File: src/rtl/costas_gain_scheduler_pkg.sv
// Shared state encoding and constants for the Costas loop gain scheduler.
// Error slice bounds match the loop filter's 58-bit phase-detector word.
package costas_pkg;

  typedef enum logic [1:0] {
    ST_ACQ   = 2'd0,
    ST_TRACK = 2'd1,
    ST_LOST  = 2'd2
  } cstate_e;

  localparam int ERR_W   = 58;
  localparam int ERR_MSB = 57;
  localparam int ERR_LSB = 34;
  localparam int MAG_W   = ERR_MSB - ERR_LSB + 1;

  localparam logic [5:0] C1_ACQ_DEF = 6'd35;
  localparam logic [5:0] C2_ACQ_DEF = 6'd38;
  localparam logic [5:0] C1_TRK_DEF = 6'd38;
  localparam logic [5:0] C2_TRK_DEF = 6'd41;

endpackage

File: src/rtl/costas_gain_scheduler_if.sv
// Bundle between the scheduler and its user: sample inputs in,
// coefficient selects and lock status out.
interface costas_gain_scheduler_if;
  import costas_pkg::*;

  logic             en;
  logic             restart;
  logic [ERR_W-1:0] pd_err;
  logic [5:0]       c1_shift;
  logic [5:0]       c2_shift;
  logic             gain_sw;
  logic             locked;
  logic [1:0]       state;
  logic [MAG_W-1:0] err_mean;

  modport master (
    output en, restart, pd_err,
    input  c1_shift, c2_shift, gain_sw,
    input  locked, state, err_mean
  );

  modport slave (
    input  en, restart, pd_err,
    output c1_shift, c2_shift, gain_sw,
    output locked, state, err_mean
  );

endinterface

File: src/rtl/costas_gain_scheduler_err_window.sv
// Mean |err| over fixed windows of 2^WIN_LOG2 valid samples.
// win_end_o/mean_o are combinational on the final sample of a window.
module costas_err_window
  import costas_pkg::*;
#(
  parameter int WIN_LOG2 = 8
) (
  input  logic             clk,
  input  logic             rst_n,
  input  logic             en_i,
  input  logic             clr_i,
  input  logic [ERR_W-1:0] pd_err_i,
  output logic             win_end_o,
  output logic [MAG_W-1:0] mean_o
);

  localparam int AW = MAG_W + WIN_LOG2;

  logic [MAG_W-1:0]    e;
  logic [MAG_W-1:0]    mag;
  logic [AW-1:0]       acc_q;
  logic [AW-1:0]       sum;
  logic [WIN_LOG2-1:0] cnt_q;
  logic                unused_lsbs;

  assign e = pd_err_i[ERR_MSB:ERR_LSB];
  assign unused_lsbs = ^pd_err_i[ERR_LSB-1:0];

  // Most-negative code has no positive twin: clamp it.
  always_comb begin
    mag = e;
    if (e[MAG_W-1]) begin
      if (e[MAG_W-2:0] == '0) mag = {1'b0, {(MAG_W-1){1'b1}}};
      else                    mag = ~e + 1'b1;
    end
  end

  assign sum       = acc_q + AW'(mag);
  assign mean_o    = sum[AW-1:WIN_LOG2];
  assign win_end_o = en_i & ~clr_i & (&cnt_q);

  always_ff @(posedge clk or negedge rst_n) begin
    if (!rst_n) begin
      acc_q <= '0;
      cnt_q <= '0;
    end else if (clr_i) begin
      acc_q <= '0;
      cnt_q <= '0;
    end else if (en_i) begin
      cnt_q <= cnt_q + 1'b1;
      acc_q <= win_end_o ? '0 : sum;
    end
  end

endmodule

File: src/rtl/costas_gain_scheduler.sv
// ACQ/TRACK/LOST sequencer for the Costas loop filter coefficients,
// with window-count hysteresis on mean |err| and a minimum ACQ dwell.
module costas_gain_scheduler
  import costas_pkg::*;
#(
  parameter int          ACQ_MIN_CYC = 2000,
  parameter int          WIN_LOG2    = 8,
  parameter logic [23:0] LOCK_THR    = 24'd4096,
  parameter logic [23:0] UNLOCK_THR  = 24'd16384,
  parameter int          LOCK_WINS   = 4,
  parameter int          UNLOCK_WINS = 2,
  parameter logic [5:0]  C1_ACQ      = C1_ACQ_DEF,
  parameter logic [5:0]  C2_ACQ      = C2_ACQ_DEF,
  parameter logic [5:0]  C1_TRK      = C1_TRK_DEF,
  parameter logic [5:0]  C2_TRK      = C2_TRK_DEF
) (
  input logic clk,
  input logic rst_n,
  costas_gain_scheduler_if.slave bus
);

  localparam int DW = $clog2(ACQ_MIN_CYC + 1);
  localparam int GW = $clog2(LOCK_WINS + 1);
  localparam int BW = $clog2(UNLOCK_WINS + 1);
  localparam logic [DW-1:0] DWELL_MAX = DW'(ACQ_MIN_CYC);
  localparam logic [GW-1:0] GOOD_MAX  = GW'(LOCK_WINS);
  localparam logic [BW-1:0] BAD_MAX   = BW'(UNLOCK_WINS);

  cstate_e          state_q;
  logic [DW-1:0]    dwell_q;
  logic [GW-1:0]    good_q, good_d;
  logic [BW-1:0]    bad_q, bad_d;
  logic [5:0]       c1_q, c2_q;
  logic             gsw_q, lock_q;
  logic [MAG_W-1:0] mean_q;
  logic             win_end, clr;
  logic [MAG_W-1:0] mean;

  // LOST is a one-cycle flush of the window as well as the counters.
  assign clr = bus.restart | (state_q == ST_LOST);

  costas_err_window #(
    .WIN_LOG2 (WIN_LOG2)
  ) u_win (
    .clk       (clk),
    .rst_n     (rst_n),
    .en_i      (bus.en),
    .clr_i     (clr),
    .pd_err_i  (bus.pd_err),
    .win_end_o (win_end),
    .mean_o    (mean)
  );

  always_comb begin
    good_d = '0;
    bad_d  = '0;
    if (mean < LOCK_THR)
      good_d = (good_q == GOOD_MAX) ? GOOD_MAX : good_q + 1'b1;
    if (mean >= UNLOCK_THR)
      bad_d = (bad_q == BAD_MAX) ? BAD_MAX : bad_q + 1'b1;
  end

  always_ff @(posedge clk or negedge rst_n) begin
    if (!rst_n) begin
      state_q <= ST_ACQ;
      dwell_q <= '0;
      good_q  <= '0;
      bad_q   <= '0;
      c1_q    <= C1_ACQ;
      c2_q    <= C2_ACQ;
      gsw_q   <= 1'b0;
      lock_q  <= 1'b0;
      mean_q  <= '0;
    end else begin
      gsw_q <= 1'b0;
      if (win_end) mean_q <= mean;
      if (bus.restart) begin
        state_q <= ST_ACQ;
        dwell_q <= '0;
        good_q  <= '0;
        bad_q   <= '0;
        c1_q    <= C1_ACQ;
        c2_q    <= C2_ACQ;
        gsw_q   <= (c1_q != C1_ACQ) || (c2_q != C2_ACQ);
        lock_q  <= 1'b0;
      end else begin
        unique case (state_q)
          ST_ACQ: begin
            if (bus.en && dwell_q != DWELL_MAX)
              dwell_q <= dwell_q + 1'b1;
            if (win_end) begin
              good_q <= good_d;
              if (good_d == GOOD_MAX && dwell_q == DWELL_MAX) begin
                state_q <= ST_TRACK;
                bad_q   <= '0;
                c1_q    <= C1_TRK;
                c2_q    <= C2_TRK;
                gsw_q   <= (c1_q != C1_TRK) || (c2_q != C2_TRK);
                lock_q  <= 1'b1;
              end
            end
          end
          ST_TRACK: begin
            if (win_end) begin
              bad_q <= bad_d;
              if (bad_d == BAD_MAX) begin
                state_q <= ST_LOST;
                c1_q    <= C1_ACQ;
                c2_q    <= C2_ACQ;
                gsw_q   <= (c1_q != C1_ACQ) || (c2_q != C2_ACQ);
                lock_q  <= 1'b0;
              end
            end
          end
          ST_LOST: begin
            state_q <= ST_ACQ;
            dwell_q <= '0;
            good_q  <= '0;
            bad_q   <= '0;
          end
          default: state_q <= ST_ACQ;
        endcase
      end
    end
  end

  assign bus.state    = state_q;
  assign bus.c1_shift = c1_q;
  assign bus.c2_shift = c2_q;
  assign bus.gain_sw  = gsw_q;
  assign bus.locked   = lock_q;
  assign bus.err_mean = mean_q;

endmodule

File: src/flat_wrapper.sv
// flat-port wrapper written by rule: the top's interface ports become plain ports
module costas_gain_scheduler_flat import costas_pkg::*;
#(
  parameter int          ACQ_MIN_CYC = 2000,
  parameter int          WIN_LOG2    = 8,
  parameter logic [23:0] LOCK_THR    = 24'd4096,
  parameter logic [23:0] UNLOCK_THR  = 24'd16384,
  parameter int          LOCK_WINS   = 4,
  parameter int          UNLOCK_WINS = 2,
  parameter logic [5:0]  C1_ACQ      = C1_ACQ_DEF,
  parameter logic [5:0]  C2_ACQ      = C2_ACQ_DEF,
  parameter logic [5:0]  C1_TRK      = C1_TRK_DEF,
  parameter logic [5:0]  C2_TRK      = C2_TRK_DEF
)
  (clk, rst_n, bus_en, bus_restart, bus_pd_err, bus_c1_shift, bus_c2_shift, bus_gain_sw, bus_locked, bus_state, bus_err_mean);
  costas_gain_scheduler_if bus_i ();
  input logic clk;
  input logic rst_n;
  input wire logic [$bits(bus_i.en)-1:0] bus_en;
  input wire logic [$bits(bus_i.restart)-1:0] bus_restart;
  input wire logic [$bits(bus_i.pd_err)-1:0] bus_pd_err;
  output wire logic [$bits(bus_i.c1_shift)-1:0] bus_c1_shift;
  output wire logic [$bits(bus_i.c2_shift)-1:0] bus_c2_shift;
  output wire logic [$bits(bus_i.gain_sw)-1:0] bus_gain_sw;
  output wire logic [$bits(bus_i.locked)-1:0] bus_locked;
  output wire logic [$bits(bus_i.state)-1:0] bus_state;
  output wire logic [$bits(bus_i.err_mean)-1:0] bus_err_mean;
  assign bus_i.en = bus_en;
  assign bus_i.restart = bus_restart;
  assign bus_i.pd_err = bus_pd_err;
  assign bus_c1_shift = bus_i.c1_shift;
  assign bus_c2_shift = bus_i.c2_shift;
  assign bus_gain_sw = bus_i.gain_sw;
  assign bus_locked = bus_i.locked;
  assign bus_state = bus_i.state;
  assign bus_err_mean = bus_i.err_mean;
  costas_gain_scheduler #(.ACQ_MIN_CYC(ACQ_MIN_CYC), .WIN_LOG2(WIN_LOG2), .LOCK_THR(LOCK_THR), .UNLOCK_THR(UNLOCK_THR), .LOCK_WINS(LOCK_WINS), .UNLOCK_WINS(UNLOCK_WINS), .C1_ACQ(C1_ACQ), .C2_ACQ(C2_ACQ), .C1_TRK(C1_TRK), .C2_TRK(C2_TRK)) u_core (.clk(clk), .rst_n(rst_n), .bus(bus_i));
endmodule
File: config.mk
export PLATFORM = sky130hd
export DESIGN_NAME = costas_gain_scheduler_flat
export DESIGN_NICKNAME = d
export VERILOG_FILES = /design/src/rtl/costas_gain_scheduler_pkg.sv /design/src/rtl/costas_gain_scheduler_if.sv /design/src/rtl/costas_gain_scheduler_err_window.sv /design/src/rtl/costas_gain_scheduler.sv /design/src/flat_wrapper.sv
export SDC_FILE = /design/constraint.sdc
export NUM_CORES = 1
export LEC_CHECK = 0
export ABC_AREA = 0
export CORE_AREA = 3 3 145 147
export CTS_CLUSTER_SIZE = 25
export DETAILED_ROUTE_END_ITERATION = 10
export DIE_AREA = 0 0 148 150
export PLACE_DENSITY = 0.55
export SLEW_MARGIN = 5
export SYNTH_ARGS = -nofsm -noshare
export SYNTH_HDL_FRONTEND = slang
export SYNTH_HIERARCHICAL = 1
export SYNTH_SLANG_ARGS = --single-unit
File: constraint.sdc
create_clock -name clk -period 6.9 [get_ports clk]
set_clock_uncertainty 0.1 [all_clocks]
set_input_delay 2.07 -clock clk [delete_from_list [all_inputs] [get_ports clk]]
set_output_delay 2.07 -clock clk [all_outputs]
set_load 0.01 [all_outputs]
==> impl_metrics.toml, run 1 <==
[yosys]
yosysTopAreaCell = "dfrtp_1"
synth_area_per_cell_sq_um = 8.99
synth_flop_cell = "dfrtp_1"
yosys_warnings = 6
yosys.area.top_type_share_pct = 35.2
async_reset_ff_share_pct = 100
synthCells = 663
netlist_area_sq_um = 5960
yosysMostFrequentCell = "dfrtp_1"
synth_common_cells = "dfrtp_1 (84), nand2_1 (73), nor2_1 (49), o21ai_0 (41), a21oi_1 (40)"
ys_top_cells_by_area = "dfrtp_1 (35%), ha_1 (7.8%), xor2_1 (5.7%), mux2_2 (4.7%), nand2_1 (4.6%)"
synth_seq_cells = 85
synth_edf_count = 0
synth-seq-area-share_pct = 35.7
yosysUniqueCellTypes = 69

[worst_setup_path]
crit_end = "u_core/bus.c2_shift[0]$_DFFE_PN0P_"
slowest_delay_ns = 0.45
setup.worst_path.start = "bus_pd_err[39]"
cpMaxStageDelayCell = "clkdlybuf4s50_1"
worst_ep_required_time_ns = 7.09
worstSetupEndpointType = "flop"
cp.depth = 24
rr_endpoint = "u_core/bus.c2_shift[0]$_DFFE_PN0P_"
crit_chain = "clkdlybuf4s50_1 -> nor4_2 -> nand3b_1 -> or3_4 -> or2_4 -> nor3_4 -> nand3_2 -> buf_8 -> buf_4 -> nand2_1 -> ha_1 -> a21o_1 -> a21oi_2 -> a211oi_1 -> nand3b_1 -> a31o_2 -> a41oi_4 -> nor2_1 -> xor2_1 -> nor4_4 -> and4_4 -> buf_6 -> nand4_1 -> a21bo_2"
start_kind = "primary input"
cp_num_buf_inv = 4
crit_family = "simple AND/OR/NAND/NOR gates"
cp_common_cell = "nand3b_1"
arrival_ns = 7.11
r2r_start = "u_core/u_win/acc_q[0]$_DFFE_PN0P_"
cp_max_fo = 8
reg2reg_slack_ns = 3.14
rr_worst_depth = 15
path_class = "in -> reg"

[timing]
fin_crit_sh_pct = 100
setup_viol = 2
worst_pin_slew_ns = 0.835
whs_ns = 0.395
relSlewSlack_pct = 44.2
fmax_ghz = 0.145
min_period_ns = 6.91
hold_viol = 0
slew_violations = 0
rsz0062_at_grt = "yes"
worst_slack_ns = -0.0143

[power]
powerDensity_nw_per_um2 = 215
power.leakage_uw = 0.00394
ir_drop_uv = 90.9
fin_total_pwr_uw = 1850

[route]
wl_per_cell_um = 14.4
vias = 5394
first_pass_iters = 4
drc_errors = 0
drt_iter0_drc = 274
routed_wl_mm = 16.1
via_per_inst = 4.82
ant_nets = 0

[floorplan]
coreArea_sq_um = 20000
io_pins = 102
design.die.area_sq_um = 22200
die_h_um = 150
rows = 52
die_w_um = 148
start_util_pct = 29.8

[clock_tree]
cts_buffer_depth = 2
clockRootBuffer = "clkbuf_16"
cts_tree = "yes"
hold_buffers = 0
numCtsBuffers = 9
htreeDepth = 3
clk-insertion-delay-late_ns = 0.35
cts_sinks = 85
cts.clk_slew.worst_paths_ns = 0.07

[final_layout]
diodes = 0
fillerInstances = 1992
syn_to_final_growth_pct = 44.0
stdcell_count = 1119
drive_gt1_share_pct = 31.8
nets = 944

[place]
placed_cells = 1085
detailedPlace.worstSlack_ns = -0.804
port_buffers = 61
hpwl_mm = 11.7
gp_congestion = 0.824

[worst_hold_path]
min_path_type = "reg -> reg"

[global_routing]
overflow = 0
grt_pass1_wl_mm = 26.9
antenna_found_initial = 0
grt_use_total_pct = 14.9
grt_pass1_vias = 5366
grt_max_degree = 59

[run_status]
violations = "setup timing"
outcome = "finished with violations"

[run]
drv_cap = 0
==> registers in the layout, indices dropped and copies added, names as in the netlist <==
signal,cells
u_core/bus.state,2
u_core/bus.gain_sw,1
u_core/dwell_q,11
u_core/bad_q,2
u_core/good_q,3
u_core/bus.err_mean,24
u_core/bus.c2_shift,1
u_core/u_win/cnt_q,8
u_core/bus.c1_shift,1
u_core/u_win/acc_q,32
==> stage by stage <==
stage	TNS, ns	cell area (sq um)	util [%]
after floorplan	-0.0250	6070	-
after global placement	-7.41	7750	38.7
after detailed placement	-7.41	7750	38.7
after CTS	-0.308	8380	41.8
after global routing	-1.70	8590	42.9
final	-0.0282	8590	42.9
==> how the worst min path moves through the flow <==
stage | slack [ns] | cells after the start | startpoint | end
floorplan | 0.36 | 2 | u_core/u_win/acc_q[2]$_DFFE_PN0P_ | u_core/u_win/acc_q[2]$_DFFE_PN0P_
global placement | 0.37 | 2 | u_core/u_win/acc_q[5]$_DFFE_PN0P_ | u_core/u_win/acc_q[5]$_DFFE_PN0P_
detailed placement | 0.38 | 2 | u_core/u_win/acc_q[5]$_DFFE_PN0P_ | u_core/u_win/acc_q[5]$_DFFE_PN0P_
CTS | 0.40 | 2 | u_core/u_win/acc_q[5]$_DFFE_PN0P_ | u_core/u_win/acc_q[5]$_DFFE_PN0P_
global route | 0.41 | 2 | u_core/u_win/acc_q[2]$_DFFE_PN0P_ | u_core/u_win/acc_q[2]$_DFFE_PN0P_
finish | 0.40 | 2 | u_core/u_win/acc_q[2]$_DFFE_PN0P_ | u_core/u_win/acc_q[2]$_DFFE_PN0P_
==> kinds of logic after synthesis <==
group / Yosys count / share of synthesized area, %
buf+inv: 61 / 4.72
other cells: 2 / 0.126
simple gates: 234 / 20.4
fa+ha+maj: 38 / 8.10
flops: 85 / 35.7
compound gates: 162 / 18.0
xor+xnor: 55 / 8.08
mux: 26 / 4.89
==> cell usage in the layout, fill, tap and decap left out, types with 19 or more instances in the layout <==
master	instances
a21oi_1	31
a22o_1	19
buf_4	141
clkdlybuf4s50_1	51
dfrtp_1	84
ha_1	27
inv_1	20
mux2_2	25
nand2_1	67
nor2_1	45
o21ai_0	30
xor2_1	36
==> final cells by class <==
cell class / instances / area (sq um) / share of cell area, %
sequential: 85 / 2130 / 24.8
timing repair buffer: 206 / 1720 / 20.1
tap: 270 / 338 / 3.93
clock inverter: 4 / 55.1 / 0.641
clock buffer: 12 / 256 / 2.99
inverter: 21 / 78.8 / 0.918
multi-input combinational: 521 / 4010 / 46.7
==> power by group <==
group / switching [uW] / internal (uW)
combinational: 380 / 393
clock: 208 / 303
sequential: 31.8 / 531
==> worst register-to-register path, delay by kind of cell (launching register included) <==
family | cells | cell delay (ns)
compound gates | 7 | 1.40
simple gates | 4 | 0.85
fa+ha+maj | 2 | 0.67
flops | 1 | 0.38
xor+xnor | 1 | 0.19
buf+inv | 1 | 0.11
==> routing by layer <==
layer / global-route usage (%) / vias up / part of all wire (%)
li1: - / 2742 / -
met1: 20.1 / 2577 / 48
met2: 24.5 / 62 / 48
met3: 2.06 / 13 / 2.3
met4: 5.17 / 0 / 1.7
met5: 0 / - / 0
==> what timing repair did <==
| action | CTS | global route |
|---|---|---|
| endpoints found under the setup margin | 10 | 10 |
| gates cloned | 1 | 0 |
| buffers inserted | 8 | 9 |
| gates resized for setup | 66 | 31 |
| pin swaps | 26 | 33 |
(Power assumes the default switching activity.)
==> inputs of run 2 (changes only) <==
Settings changed: MAX_ROUTING_LAYER from default to met4.
==> impl_metrics.toml, run 2 (synthesis gave the netlist of run 1 again) <==
[run_status]
outcome = "finished with violations"
violations = "setup timing"

[power]
fin_total_pwr_uw = 1850
powerDensity_nw_per_um2 = 215
power.leakage_uw = 0.00394
ir_drop_uv = 90.8

[final_layout]
largest_register = "u_core/u_win/acc_q"
largest_reg_flops = 32
final_cell_mix = "buf_4 (141), dfrtp_1 (84), nand2_1 (67), clkdlybuf4s50_1 (51), nor2_1 (45)"
drive_gt1_share_pct = 31.8
nets = 944
mostFrequentLayoutCell = "buf_4"
syn_to_final_growth_pct = 44.0
stdcell_count = 1119
diodes = 0

[global_routing]
grt_pass1_vias = 5377
overflow = 0
grt_max_degree = 59
grt_use_total_pct = 15.3
antenna_found_initial = 0
grt_pass1_wl_mm = 26.9

[timing]
setup_viol = 2
rsz0062_at_grt = "yes"
worst_slack_ns = -0.0200
hold_viol = 0
relSlewSlack_pct = 44.3
finalSetupTns_ns = -0.0359
fmax_ghz = 0.145
worst_pin_slew_ns = 0.833
slew_violations = 0
min_period_ns = 6.92
fin_crit_sh_pct = 100

[worst_hold_path]
hold_start = "u_core/u_win/acc_q[2]$_DFFE_PN0P_"
min_to = "u_core/u_win/acc_q[2]$_DFFE_PN0P_"
min_path_cells = 2
min_path_type = "reg -> reg"

[place]
gp_congestion = 0.836
port_buffers = 61
placed_cells = 1085
hpwl_mm = 11.7

[worst_setup_path]
path_class = "in -> reg"
rr_worst_depth = 14
slowest_delay_ns = 0.45
worst_ep_required_time_ns = 7.04
cpMaxStageDelayCell = "clkdlybuf4s50_1"
rr_endpoint = "u_core/bad_q[0]$_DFFE_PN0P_"
crit_chain = "clkdlybuf4s50_1 -> nor4_2 -> nand3b_1 -> or3_4 -> or2_4 -> nor3_4 -> nand3_2 -> buf_8 -> buf_4 -> nand2_1 -> ha_1 -> a21o_1 -> a21oi_2 -> a211oi_1 -> nand3b_1 -> a31o_2 -> a41oi_4 -> nor2_1 -> xor2_1 -> nor4_4 -> and4_4 -> a31oi_2 -> a221o_1"
r2r_start = "u_core/u_win/acc_q[0]$_DFFE_PN0P_"
arrival_ns = 7.06
setup.worst_path.start = "bus_pd_err[39]"
start_kind = "primary input"
cp_common_cell = "nand3b_1"
cp_max_fo = 8
worstSetupEndpointType = "flop"
reg2reg_slack_ns = 3.13

[route]
drt_iter0_drc = 277
vias = 5379
first_pass_iters = 4
drc_errors = 0
wl_per_cell_um = 14.4
via_per_inst = 4.81
ant_nets = 0
routed_wl_mm = 16.1

[floorplan]
die_h_um = 150
io_pins = 102
coreArea_sq_um = 20000
start_util_pct = 29.8
die_w_um = 148
design.die.area_sq_um = 22200
rows = 52

[clock_tree]
numCtsBuffers = 9
clockRootBuffer = "clkbuf_16"
cts_buffer_depth = 2
htreeDepth = 3
cts_tree = "yes"
cts_sinks = 85
cts.clk_slew.worst_paths_ns = 0.07
clk-insertion-delay-late_ns = 0.35

[run]
drv_cap = 0
## run 2: cell counts in the layout (fill, tap and decap cells not counted)
Identical to the previous run, type by type.
## run 2: metrics by stage
stage	hold WS, ns	setup slack, ns	area, sq um	util, %
floorplan	0.356	-0.0138	6070	-
global placement	0.371	-0.799	7750	38.7
detailed placement	0.382	-0.804	7750	38.7
CTS	0.397	-0.113	8380	41.8
global route	0.412	-0.275	8590	42.9
finish	0.395	-0.0200	8590	42.9
## run 2: repair_timing
action | 4_1_cts | 5_1_grt
pin swaps | 26 | 33
setup buffers | 8 | 9
hold buffers | 0 | 0
cloned | 1 | 0
setup endpoints to repair | 10 | 10
resized for setup | 66 | 31
## run 2: how the worst max path moves through the flow
stage / end / slack, ns / cells after the start
final: u_core/bad_q[0]$_DFFE_PN0P_ / -0.02 / 23
after global routing: u_core/bus.c2_shift[0]$_DFFE_PN0P_ / -0.27 / 23
after floorplan: u_core/bad_q[0]$_DFFE_PN0P_ / -0.01 / 24
after global placement: u_core/bus.c2_shift[0]$_DFFE_PN0P_ / -0.80 / 22
after CTS: u_core/bad_q[0]$_DFFE_PN0P_ / -0.11 / 22
after detailed placement: u_core/bus.c2_shift[0]$_DFFE_PN0P_ / -0.80 / 22
## run 2: worst max-delay path, delay by kind of cell
| kind | cells | cell delay, ns |
|---|---|---|
| adders and majority gates | 1 | 0.26 |
| and+or+nand+nor | 11 | 2.34 |
| buffers and inverters | 3 | 0.79 |
| AOI/OAI and AO/OA | 7 | 1.41 |
| xor gates and xnor gates | 1 | 0.19 |
## run 2: cell type report
class                      count  area (sq um)
tap                          270           338
clock buffer                  12           256
fill                        1992         11400
sequential                    85          2130
clock inverter                 4          55.1
multi-input combinational    521          4010
timing repair buffer         206          1720
inverter                      21          78.8
## run 2: routing by layer
layer / GRT usage, % / part of all wire (%) / up-vias
li1: - / - / 2748
met1: 20.1 / 49 / 2561
met2: 24.5 / 47 / 57
met3: 1.82 / 1.8 / 13
met4: 5.17 / 1.7 / 0
met5: - / 0 / -
## run 2: power breakdown
group | switching (uW) | leakage (uW) | total [uW] | internal [uW]
clock network | 210 | 0.000149 | 513 | 303
registers | 31.8 | 0.00117 | 563 | 531
logic | 379 | 0.00262 | 773 | 393
total | 621 | 0.00394 | 1850 | 1230
==> inputs of run 3 (changes only) <==
Settings changed: GPL_TIMING_DRIVEN from default to 0, TNS_END_PERCENT from default to 10.
==> impl_metrics.toml, run 3 (synthesis gave the netlist of run 1 again) <==
[clock_tree]
hold_buffers = 0
clk-insertion-delay-late_ns = 0.34
cts.clk_slew.worst_paths_ns = 0.06
numCtsBuffers = 9
clockRootBuffer = "clkbuf_16"
cts_sinks = 85
cts_tree = "yes"
htreeDepth = 3
cts_buffer_depth = 2

[power]
power_frac_seq_pct = 32.5
p_int_uw = 1150
power.switching_uw = 585
powerDensity_nw_per_um2 = 216
power.leakage_uw = 0.00351
swShare_pct = 33.8
p_comb_share_pct = 36.5
p_clk_share_pct = 31.0
ir_drop_uv = 94.1

[place]
gp_congestion = 0.824
place_area_sq_um = 7000
placed_cells = 998
port_buffers = 60
hpwl_mm = 11.3
detailedPlace.worstSlack_ns = -1.27

[worst_setup_path]
cp_common_cell = "or3_4"
arrival_ns = 7.23
slowest_delay_ns = 0.42
cp_max_fo = 6
path_class = "in -> reg"
r2r_start = "u_core/u_win/acc_q[0]$_DFFE_PN0P_"
cpMaxStageDelayCell = "or4_4"
start_kind = "primary input"
setup.worst_path.start = "bus_pd_err[42]"
cp_num_buf_inv = 5
worstSetupEndpointType = "flop"
crit_family = "simple AND/OR/NAND/NOR gates"
worst_ep_required_time_ns = 7.03

[global_routing]
overflow = 0
grt_pass1_wl_mm = 25.2
grt_use_total_pct = 14.4
grt_pass1_vias = 4953
grt_max_degree = 48
antenna_found_initial = 0

[floorplan]
die_w_um = 148
coreArea_sq_um = 20000
start_util_pct = 29.8
die_h_um = 150
rows = 52
io_pins = 102
design.die.area_sq_um = 22200

[route]
drc_errors = 0
wl_per_cell_um = 14.9
routed_wl_mm = 15.6
via_per_inst = 4.99
first_pass_iters = 5
ant_nets = 0
drt_iter0_drc = 322
vias = 5204

[timing]
fin_crit_sh_pct = 103
whs_ns = 0.404
min_period_ns = 7.11
worst_slack_ns = -0.205
worst_pin_slew_ns = 0.855
rsz0062_at_grt = "yes"
slew_violations = 0
finalSetupTns_ns = -1.03
relSlewSlack_pct = 42.9
fmax_ghz = 0.141
hold_viol = 0
setup_viol = 9

[final_layout]
nets = 867
mostFrequentLayoutCell = "dfrtp_1"
syn_to_final_growth_pct = 34.5
largest_reg_flops = 32
final_cell_mix = "dfrtp_1 (84), nand2_1 (66), clkdlybuf4s50_1 (48), nor2_1 (44), buf_4 (43)"
fin_area_sq_um = 8020
drive_gt1_share_pct = 23.2
largest_register = "u_core/u_win/acc_q"
stdcell_count = 1042
diodes = 0

[worst_hold_path]
min_path_type = "reg -> reg"
hold_start = "u_core/bus.err_mean[15]$_DFFE_PN0P_"

[run]
drv_cap = 0

[run_status]
outcome = "finished with violations"
violations = "setup timing"
==> run 3: path summary, 6_finish.rpt <==
path / to / slack (ns) / cells past startpoint
worst max-delay path: u_core/bad_q[0]$_DFFE_PN0P_ / -0.21 / 25
worst min-delay path: u_core/bus.err_mean[15]$_DFFE_PN0P_ / 0.40 / 1
worst max register to register: u_core/bad_q[0]$_DFFE_PN0P_ / 3.03 / 15
worst min register to register: u_core/bus.err_mean[15]$_DFFE_PN0P_ / 0.40 / 1
max in group asynchronous: u_core/bus.c1_shift[0]$_DFFE_PN1P_ / 4.44 / 2
min in group asynchronous: u_core/bus.gain_sw$_DFF_PN0_ / 1.61 / 1
==> run 3: power groups by stage <==
stage,sequential [uW],combinational [uW],clock (uW)
detailed placement,564,504,0
global placement,564,498,0
floorplan,557,371,0
CTS,560,583,556
finish,563,633,538
global route,567,696,574
==> run 3: repair_timing <==
action | 4_1_cts | 5_1_grt
endpoints found under the setup margin | 10 | 10
pin swaps | 27 | 24
resized for setup | 74 | 36
cloned | 2 | 0
buffers inserted | 21 | 9
==> run 3: layout make-up <==
type | count | area (sq um)
multi-input cells | 521 | 4040
inverters | 21 | 78.8
fillers | 2008 | 12000
well taps | 270 | 338
clock inverters | 3 | 67.6
flip-flops and latches | 85 | 2130
repair buffers | 93 | 877
plain buffers | 36 | 226
clock buffers | 13 | 260
==> run 3: routing by layer <==
layer  vias to the layer above  GRT usage [%]  wire length [um]
met2                        69           21.7              7040
li1                       2590              -                 -
met4                         0           4.67               266
met5                         -              -                 0
met3                        16           2.03               459
met1                      2529           19.9              7800
==> run 3: metrics by stage <==
step / power (uW) / utilization (%)
6_report: 1730 / 40.0
5_1_grt: 1840 / 40.0
4_1_cts: 1700 / 38.9
3_5_place_dp: 1070 / 34.9
3_3_place_gp: 1060 / 34.8
2_1_floorplan: 928 / -
